File: src/rtl/rx_dma_framer_pkg.sv
// Shared definitions for the RX DMA framer: master command codes, RX word layout, FSM states.
package rx_dma_framer_pkg;

  localparam logic [1:0] MST_ADDR_HI = 2'b10;
  localparam logic [1:0] MST_ADDR_LO = 2'b11;
  localparam logic [1:0] MST_DATA    = 2'b00;
  localparam logic [1:0] MST_LAST    = 2'b01;

  localparam int RX_LAST_BIT = 17;
  localparam int RX_HALF_BIT = 16;

  typedef enum logic [2:0] {
    S_IDLE,
    S_WRAPCHK,
    S_PAY_ADDR,
    S_PAY_DATA,
    S_DISCARD,
    S_HDR_ADDR,
    S_HDR_DATA,
    S_COMMIT
  } state_t;

endpackage

File: src/rtl/rx_skid_reg.sv
// One-entry skid buffer behind a 1-cycle-latency FIFO read; the arriving word bypasses when consumed.
// Reads are only issued when the buffer will be empty next cycle, so mst backpressure never drops a word.
module rx_skid_reg (
  input  logic        clk_i,
  input  logic        rst_n_i,
  input  logic        src_empty_i,
  input  logic        want_i,
  output logic        rd_en_o,
  input  logic [17:0] src_dat_i,
  output logic        out_vld_o,
  output logic [17:0] out_dat_o,
  input  logic        out_rdy_i
);

  logic        pend_q;
  logic        vld_q;
  logic        vld_d;
  logic [17:0] dat_q;
  logic [17:0] dat_d;
  logic        pop;

  // pend_q and vld_q are never set together, so occupancy is just out_vld_o
  assign out_vld_o = vld_q | pend_q;
  assign out_dat_o = vld_q ? dat_q : src_dat_i;
  assign pop       = out_vld_o & out_rdy_i;
  assign rd_en_o   = want_i & ~src_empty_i & (~out_vld_o | pop);

  always_comb begin
    vld_d = vld_q;
    dat_d = dat_q;
    if (pend_q && !vld_q && !pop) begin
      vld_d = 1'b1;
      dat_d = src_dat_i;
    end else if (vld_q && pop) begin
      vld_d = 1'b0;
    end
  end

  always_ff @(posedge clk_i) begin
    if (!rst_n_i) begin
      pend_q <= 1'b0;
      vld_q  <= 1'b0;
      dat_q  <= '0;
    end else begin
      pend_q <= rd_en_o;
      vld_q  <= vld_d;
      dat_q  <= dat_d;
    end
  end

endmodule

File: src/rtl/rx_dma_framer.sv
// Turns RX FIFO frames into DMA write bursts into a host ring: payload first, then a length/flags header.
// One word per cycle when unstalled; mst_full stalls the FSM, with the in-flight RX word held in a skid.
module rx_dma_framer #(
  parameter int MAX_FRAME   = 1536,
  parameter int BURST_WORDS = 32
) (
  input  logic        sys_clk,
  input  logic        sys_rst_n,
  input  logic [17:0] phy_dout,
  input  logic        phy_empty,
  output logic        phy_rd_en,
  output logic [17:0] mst_din,
  input  logic        mst_full,
  output logic        mst_wr_en,
  input  logic        dma_enable,
  input  logic [19:0] dma_length,
  input  logic [29:0] dma_addr_start,
  output logic [29:0] dma_addr_cur,
  output logic        sys_intr,
  output logic [15:0] frame_count,
  output logic [15:0] drop_count
);
  import rx_dma_framer_pkg::*;

  localparam logic [15:0] MAX_WORDS = 16'(MAX_FRAME / 2);
  localparam logic [15:0] MAX_BYTES = 16'(MAX_FRAME);
  localparam logic [19:0] WRAP_MIN  = 20'((MAX_FRAME + 4) / 4);
  localparam logic [7:0]  BURST_W   = 8'(BURST_WORDS);
  localparam logic [29:0] BURST_DW  = 30'(BURST_WORDS / 2);

  state_t      state_q, state_d;
  logic [29:0] cur_q, cur_d;
  logic [29:0] hdr_q, hdr_d;
  logic [29:0] pay_q, pay_d;
  logic [15:0] wcnt_q, wcnt_d;
  logic [7:0]  bcnt_q, bcnt_d;
  logic [15:0] len_q, len_d;
  logic        trunc_q, trunc_d;
  logic        pad_q, pad_d;
  logic        hi_q, hi_d;
  logic [15:0] fc_q, fc_d;
  logic [15:0] dc_q, dc_d;
  logic        intr_q, intr_d;
  logic        en_q;
  logic        rld_q, rld_d;

  logic        want;
  logic        s_rdy;
  logic        s_vld;
  logic [17:0] s_dat;
  logic        rd_en;
  logic        wr;
  logic [17:0] wdat;
  logic [15:0] wcnt_n;
  logic [7:0]  bcnt_n;
  logic [7:0]  bcnt_up;
  logic [19:0] rem;
  logic [29:0] eff;
  logic [29:0] addr;
  logic        w_last;

  rx_skid_reg u_skid (
    .clk_i       (sys_clk),
    .rst_n_i     (sys_rst_n),
    .src_empty_i (phy_empty | ~sys_rst_n),
    .want_i      (want),
    .rd_en_o     (rd_en),
    .src_dat_i   (phy_dout),
    .out_vld_o   (s_vld),
    .out_dat_o   (s_dat),
    .out_rdy_i   (s_rdy)
  );

  assign phy_rd_en    = rd_en;
  assign mst_wr_en    = wr & sys_rst_n;
  assign mst_din      = wdat;
  assign dma_addr_cur = cur_q;
  assign sys_intr     = intr_q;
  assign frame_count  = fc_q;
  assign drop_count   = dc_q;

  assign wcnt_n  = wcnt_q + 16'd1;
  assign bcnt_n  = bcnt_q + 8'd1;
  assign bcnt_up = bcnt_n + 8'd1;
  assign rem     = dma_addr_start[19:0] + dma_length - cur_q[19:0];
  assign w_last  = s_dat[RX_LAST_BIT];

  always_comb begin
    state_d = state_q;
    cur_d   = cur_q;
    hdr_d   = hdr_q;
    pay_d   = pay_q;
    wcnt_d  = wcnt_q;
    bcnt_d  = bcnt_q;
    len_d   = len_q;
    trunc_d = trunc_q;
    pad_d   = pad_q;
    hi_d    = hi_q;
    fc_d    = fc_q;
    dc_d    = dc_q;
    intr_d  = 1'b0;
    want    = 1'b0;
    s_rdy   = 1'b0;
    wr      = 1'b0;
    wdat    = '0;
    eff     = cur_q;
    addr    = (state_q == S_PAY_ADDR) ? pay_q : hdr_q;
    // an enable rising edge is remembered until the FSM is back in IDLE
    rld_d   = rld_q | (dma_enable & ~en_q);

    case (state_q)
      S_IDLE: begin
        wcnt_d  = '0;
        bcnt_d  = '0;
        trunc_d = 1'b0;
        pad_d   = 1'b0;
        hi_d    = 1'b0;
        if (rld_d) begin
          cur_d = dma_addr_start;
          rld_d = 1'b0;
        end
        if (s_vld || !phy_empty) state_d = dma_enable ? S_WRAPCHK : S_DISCARD;
      end
      S_WRAPCHK: begin
        eff     = (rem < WRAP_MIN) ? dma_addr_start : cur_q;
        cur_d   = eff;
        hdr_d   = eff;
        pay_d   = eff + 30'd1;
        state_d = S_PAY_ADDR;
      end
      S_PAY_ADDR, S_HDR_ADDR: begin
        if (!mst_full) begin
          wr = 1'b1;
          if (!hi_q) begin
            wdat = {MST_ADDR_HI, addr[29:14]};
            hi_d = 1'b1;
          end else begin
            wdat    = {MST_ADDR_LO, addr[13:0], 2'b00};
            hi_d    = 1'b0;
            state_d = (state_q == S_PAY_ADDR) ? S_PAY_DATA : S_HDR_DATA;
          end
        end
      end
      S_PAY_DATA: begin
        if (pad_q) begin
          if (!mst_full) begin
            wr      = 1'b1;
            wdat    = {MST_LAST, 16'h0000};
            pad_d   = 1'b0;
            state_d = S_HDR_ADDR;
          end
        end else if (trunc_q) begin
          want  = 1'b1;
          s_rdy = 1'b1;
          if (s_vld && w_last) state_d = S_HDR_ADDR;
        end else begin
          want  = 1'b1;
          s_rdy = ~mst_full;
          if (s_vld && !mst_full) begin
            wr     = 1'b1;
            wdat   = {((bcnt_n == BURST_W) || (w_last && !wcnt_n[0])) ? MST_LAST : MST_DATA,
                      s_dat[15:0]};
            wcnt_d = wcnt_n;
            bcnt_d = bcnt_n;
            if (w_last || (wcnt_n == MAX_WORDS)) begin
              // pay_q becomes the dword just past the payload, rounding an odd word count up
              pay_d   = pay_q + {23'h0, bcnt_up[7:1]};
              len_d   = w_last ? ({wcnt_n[14:0], 1'b0} - {15'h0, s_dat[RX_HALF_BIT]}) : MAX_BYTES;
              trunc_d = ~w_last;
              pad_d   = w_last & wcnt_n[0];
              if (w_last && !wcnt_n[0]) state_d = S_HDR_ADDR;
            end else if (bcnt_n == BURST_W) begin
              pay_d   = pay_q + BURST_DW;
              bcnt_d  = '0;
              state_d = S_PAY_ADDR;
            end
          end
        end
      end
      S_HDR_DATA: begin
        if (!mst_full) begin
          wr = 1'b1;
          if (!hi_q) begin
            wdat = {MST_DATA, len_q};
            hi_d = 1'b1;
          end else begin
            wdat    = {MST_LAST, 15'h0, trunc_q};
            hi_d    = 1'b0;
            state_d = S_COMMIT;
          end
        end
      end
      S_COMMIT: begin
        cur_d   = pay_q;
        fc_d    = fc_q + 16'd1;
        intr_d  = 1'b1;
        state_d = S_IDLE;
      end
      S_DISCARD: begin
        want  = 1'b1;
        s_rdy = 1'b1;
        if (s_vld && w_last) begin
          dc_d    = dc_q + 16'd1;
          state_d = S_IDLE;
        end
      end
      default: state_d = S_IDLE;
    endcase
  end

  always_ff @(posedge sys_clk) begin
    if (!sys_rst_n) begin
      state_q <= S_IDLE;
      cur_q   <= '0;
      hdr_q   <= '0;
      pay_q   <= '0;
      wcnt_q  <= '0;
      bcnt_q  <= '0;
      len_q   <= '0;
      trunc_q <= 1'b0;
      pad_q   <= 1'b0;
      hi_q    <= 1'b0;
      fc_q    <= '0;
      dc_q    <= '0;
      intr_q  <= 1'b0;
      en_q    <= 1'b0;
      rld_q   <= 1'b0;
    end else begin
      state_q <= state_d;
      cur_q   <= cur_d;
      hdr_q   <= hdr_d;
      pay_q   <= pay_d;
      wcnt_q  <= wcnt_d;
      bcnt_q  <= bcnt_d;
      len_q   <= len_d;
      trunc_q <= trunc_d;
      pad_q   <= pad_d;
      hi_q    <= hi_d;
      fc_q    <= fc_d;
      dc_q    <= dc_d;
      intr_q  <= intr_d;
      en_q    <= dma_enable;
      rld_q   <= rld_d;
    end
  end

endmodule
File: config.mk
export PLATFORM = sky130hd
export DESIGN_NAME = rx_dma_framer
export DESIGN_NICKNAME = d
export VERILOG_FILES = /design/src/rtl/rx_dma_framer_pkg.sv /design/src/rtl/rx_skid_reg.sv /design/src/rtl/rx_dma_framer.sv
export SDC_FILE = /design/constraint.sdc
export NUM_CORES = 1
export LEC_CHECK = 0
export ABC_AREA = 1
export CAP_MARGIN = 30
export CORE_UTILIZATION = 38
export CTS_BUF_LIST = sky130_fd_sc_hd__clkbuf_8
export DETAILED_ROUTE_END_ITERATION = 8
export PLACE_DENSITY_LB_ADDON = 0.1
export SLEW_MARGIN = 10
export SYNTH_ARGS = -nofsm -noshare
export SYNTH_HDL_FRONTEND = slang
export SYNTH_HIERARCHICAL = 1
export SYNTH_SLANG_ARGS = --single-unit
export TNS_END_PERCENT = 10
File: constraint.sdc
create_clock -name sys_clk -period 4.47 [get_ports sys_clk]
set_input_delay 1.1175 -clock sys_clk [delete_from_list [all_inputs] [get_ports sys_clk]]
set_output_delay 1.1175 -clock sys_clk [all_outputs]
set_load 0.01 [all_outputs]
==> impl_metrics.tcl <==
set metrics [dict create \
    synth-edff-count 0 \
    async_flop_share 0 \
    core_area_um2 39800 \
    synth_cells 2551 \
    io_pins 156 \
    cts_tree "built" \
    die-area_um2 41200 \
    worstSkewPairLatency_ns 0.52 \
    antenna_cells 0 \
    viasPerCell 5.37 \
    worst_slack_ns -0.00264 \
    violations "setup timing" \
    grt_pass1_vias 17233 \
    maxCapViolCount 0 \
    antenna_found_initial 0 \
    holdCritPathClass "register to register" \
    postRouteWirelength_mm 64.6 \
    clock_sinks 191 \
    rsz0062_at_grt "yes" \
    area.growth.synth_to_final_pct 35.6 \
    cts_made_buffers 17 \
    p_seq_frac 0.203 \
    cts.clk_slew.worst_paths_ns 0.11 \
    initialDrtViolationCount 1474 \
    cts-root-buf "clkbuf_8" \
    gp_congestion 0.967 \
    cts_max_level 4 \
    synth.most_common_cell "nand2_1" \
    yosys.area.top_type_share 0.249 \
    synthFlopType "dfxtp_1" \
    yosys.area.top_type "dfxtp_1" \
    syn_area_um2 15300 \
    finalSetupViolations 1 \
    drtPass1Iterations 6 \
    numPortBuffers 155 \
    nets 2999 \
    grt_max_degree 92 \
    layout-drive-gt1-share 0.222 \
    fin_crit_ns 4.47 \
    cp-start-kind "input pin" \
    clk_path_buf_depth 2 \
    fp.dieW_um 203 \
    worst-setup-path-type "input pin to register" \
    fin_skew_ns 0.0152 \
    crit_fanout 8 \
    worstPathArrival_ns 4.93 \
    p_sw_frac 0.502 \
    hold_violations 0 \
    core.rowCount 73 \
    outcome "finished, violations left" \
    final_util 0.523 \
    comb_power_share 0.689 \
    p_int_mw 6.02 \
    track_usage 0.306 \
    yosys_warnings 6 \
    tightest_slew_ns 0.981 \
    timing.hold.ws_ns 0.472 \
    fin_total_pwr_mw 12.1 \
    drc 0 \
    vdd_drop_max_mv 0.256 \
    synth_cell_types 55 \
    wl_per_cell_um 18.9 \
    power_density_nw_per_um2 580 \
    syn-num-nets 2680 \
    synth-seq-area-share 0.249 \
    die_y_um 203 \
    grt_pass1_wl_mm 97.6 \
    pwr-share-clk 0.108 \
    hpwl_mm 48.7 \
    initial_core_util 0.385 \
    syn_area_per_cell_um2 6.02 \
    leakage_nw 9.11 \
    synthTopCellsByCount "nand2_1, inv_1, nor2_1" \
    fillers 4104 \
    multiInputGateArea_um2 10700 \
    p_sw_mw 6.06 \
    grt_overflow 0 \
    finalCritPeriodShare 1.00 \
    fmax_mhz 224 \
    via_count 18300 \
    cp-end-kind "register" \
    seqCellArea_um2 3820 \
    max_slew_margin 0.346 \
    slew_violations 0 \
    worstPathRequired_ns 4.93 \
    synth_seq_cells 191 \
    synth_area_leaders "dfxtp_1, nand2_1, inv_1, a21oi_1, o21ai_0" \
    antenna_left 0 \
]
[final cells by class]
cell class / instances / area share
clock inverter: 15 / 0.00938
timing repair buffer: 404 / 0.177
sequential: 191 / 0.184
multi-input combinational: 1868 / 0.516
tap: 525 / 0.0316
inverter: 388 / 0.0708
clock buffer: 17 / 0.0112
[power by group through the flow]
stage          Sequential (mW)  Combinational (mW)  Clock, mW
3_3_place_gp              2.47                6.21          0
2_1_floorplan             2.31                3.68          0
3_5_place_dp              2.47                6.27          0
5_1_grt                   2.47                8.98       1.39
6_report                  2.45                8.32       1.30
4_1_cts                   2.43                7.37       1.33
[worst max-delay path, cell delays in order]
cell             delay, ns
clkdlybuf4s15_1       0.26
inv_2                 0.07
fa_1                  0.56
inv_2                 0.05
ha_4                  0.24
nand2_4               0.08
inv_2                 0.06
buf_4                 0.14
a21oi_4               0.17
nor2_1                0.07
nor2_1                0.13
nand3b_1              0.08
nand2_1               0.07
inv_2                 0.04
nor2_4                0.18
nand3_4               0.23
o21ai_4               0.26
ha_4                  0.19
nand3_4               0.10
nor2_4                0.25
nand2_4               0.13
o21ai_4               0.17
nand3_2               0.14
a21oi_2               0.15
[flip-flops by register name, indices dropped and copies added, names as in the netlist]
name           count
pay_q             30
drop_count        16
u_skid/dat_q      18
sys_intr           1
hi_q               1
pad_q              1
en_q               1
dma_addr_cur      30
u_skid/vld_q       1
trunc_q            1
frame_count       16
rld_q              1
wcnt_q            16
bcnt_q             8
u_skid/pend_q      1
len_q             16
state_q            3
hdr_q             30
[cell families (layout without fill, tap and decap cells)]
kind of cell,after synthesis,after routing,share of synthesized area
mux,2,2,0.00130
fa+ha+maj,56,56,0.0554
flops,191,191,0.249
buf+inv,492,824,0.131
xor+xnor,64,64,0.0365
compound gates,472,472,0.171
simple gates,1274,1274,0.357
[layout by cell type (no fill, tap or decap), types with 16 or more instances in the layout]
cell	instances
nand3_2	17
nand2_4	33
xor2_1	52
a21oi_2	17
inv_1	311
buf_4	217
buf_6	17
inv_2	69
ha_4	19
nand2_1	628
nor3_1	38
a21oi_1	176
ha_1	16
nor2_2	37
clkbuf_8	17
nor2_4	31
o21ai_0	174
clkdlybuf4s50_1	118
fa_1	18
dfxtp_1	190
nor2_1	192
nand3_1	102
nand4_1	83
nand2_2	83
[path summary, 6_finish.rpt]
path | from | to | slack [ns] | cells after the start
min reg2reg | len_q[5]$_SDFFE_PN0P_ | len_q[5]$_SDFFE_PN0P_ | 0.47 | 2
max | dma_addr_start[10] | pay_q[18]$_SDFFE_PN0P_ | -0.003 | 24
max reg2reg | dma_addr_cur[1]$_SDFFE_PN0P_ | pay_q[18]$_SDFFE_PN0P_ | 0.36 | 20
min | len_q[5]$_SDFFE_PN0P_ | len_q[5]$_SDFFE_PN0P_ | 0.47 | 2
[layer usage]
metal,GRT usage,vias up,part of all wire
met4,0.137,0,0.045
met5,0,-,0
met2,0.521,660,0.48
li1,-,8849,-
met1,0.385,8656,0.42
met3,0.0385,135,0.055
[stage by stage]
step	instance area [um2]	instances	setup slack, ns	setup TNS (ns)
global route	20800	3408	-0.102	-1.36
finish	20800	3408	-0.00264	-0.00264
detailed placement	18700	3334	-0.968	-41.37
global placement	18700	3333	-0.956	-39.89
floorplan	15300	2551	0.141	0
CTS	20000	3390	0.000897	0
[what timing repair did]
item	4_1_cts	5_1_grt
resized for setup	202	231
endpoints found under the setup margin	28	38
setup buffers	21	18
cloned	3	2
hold buffers	0	0
pin swaps	83	135
Note: power is estimated with default switching activity, not from simulation.
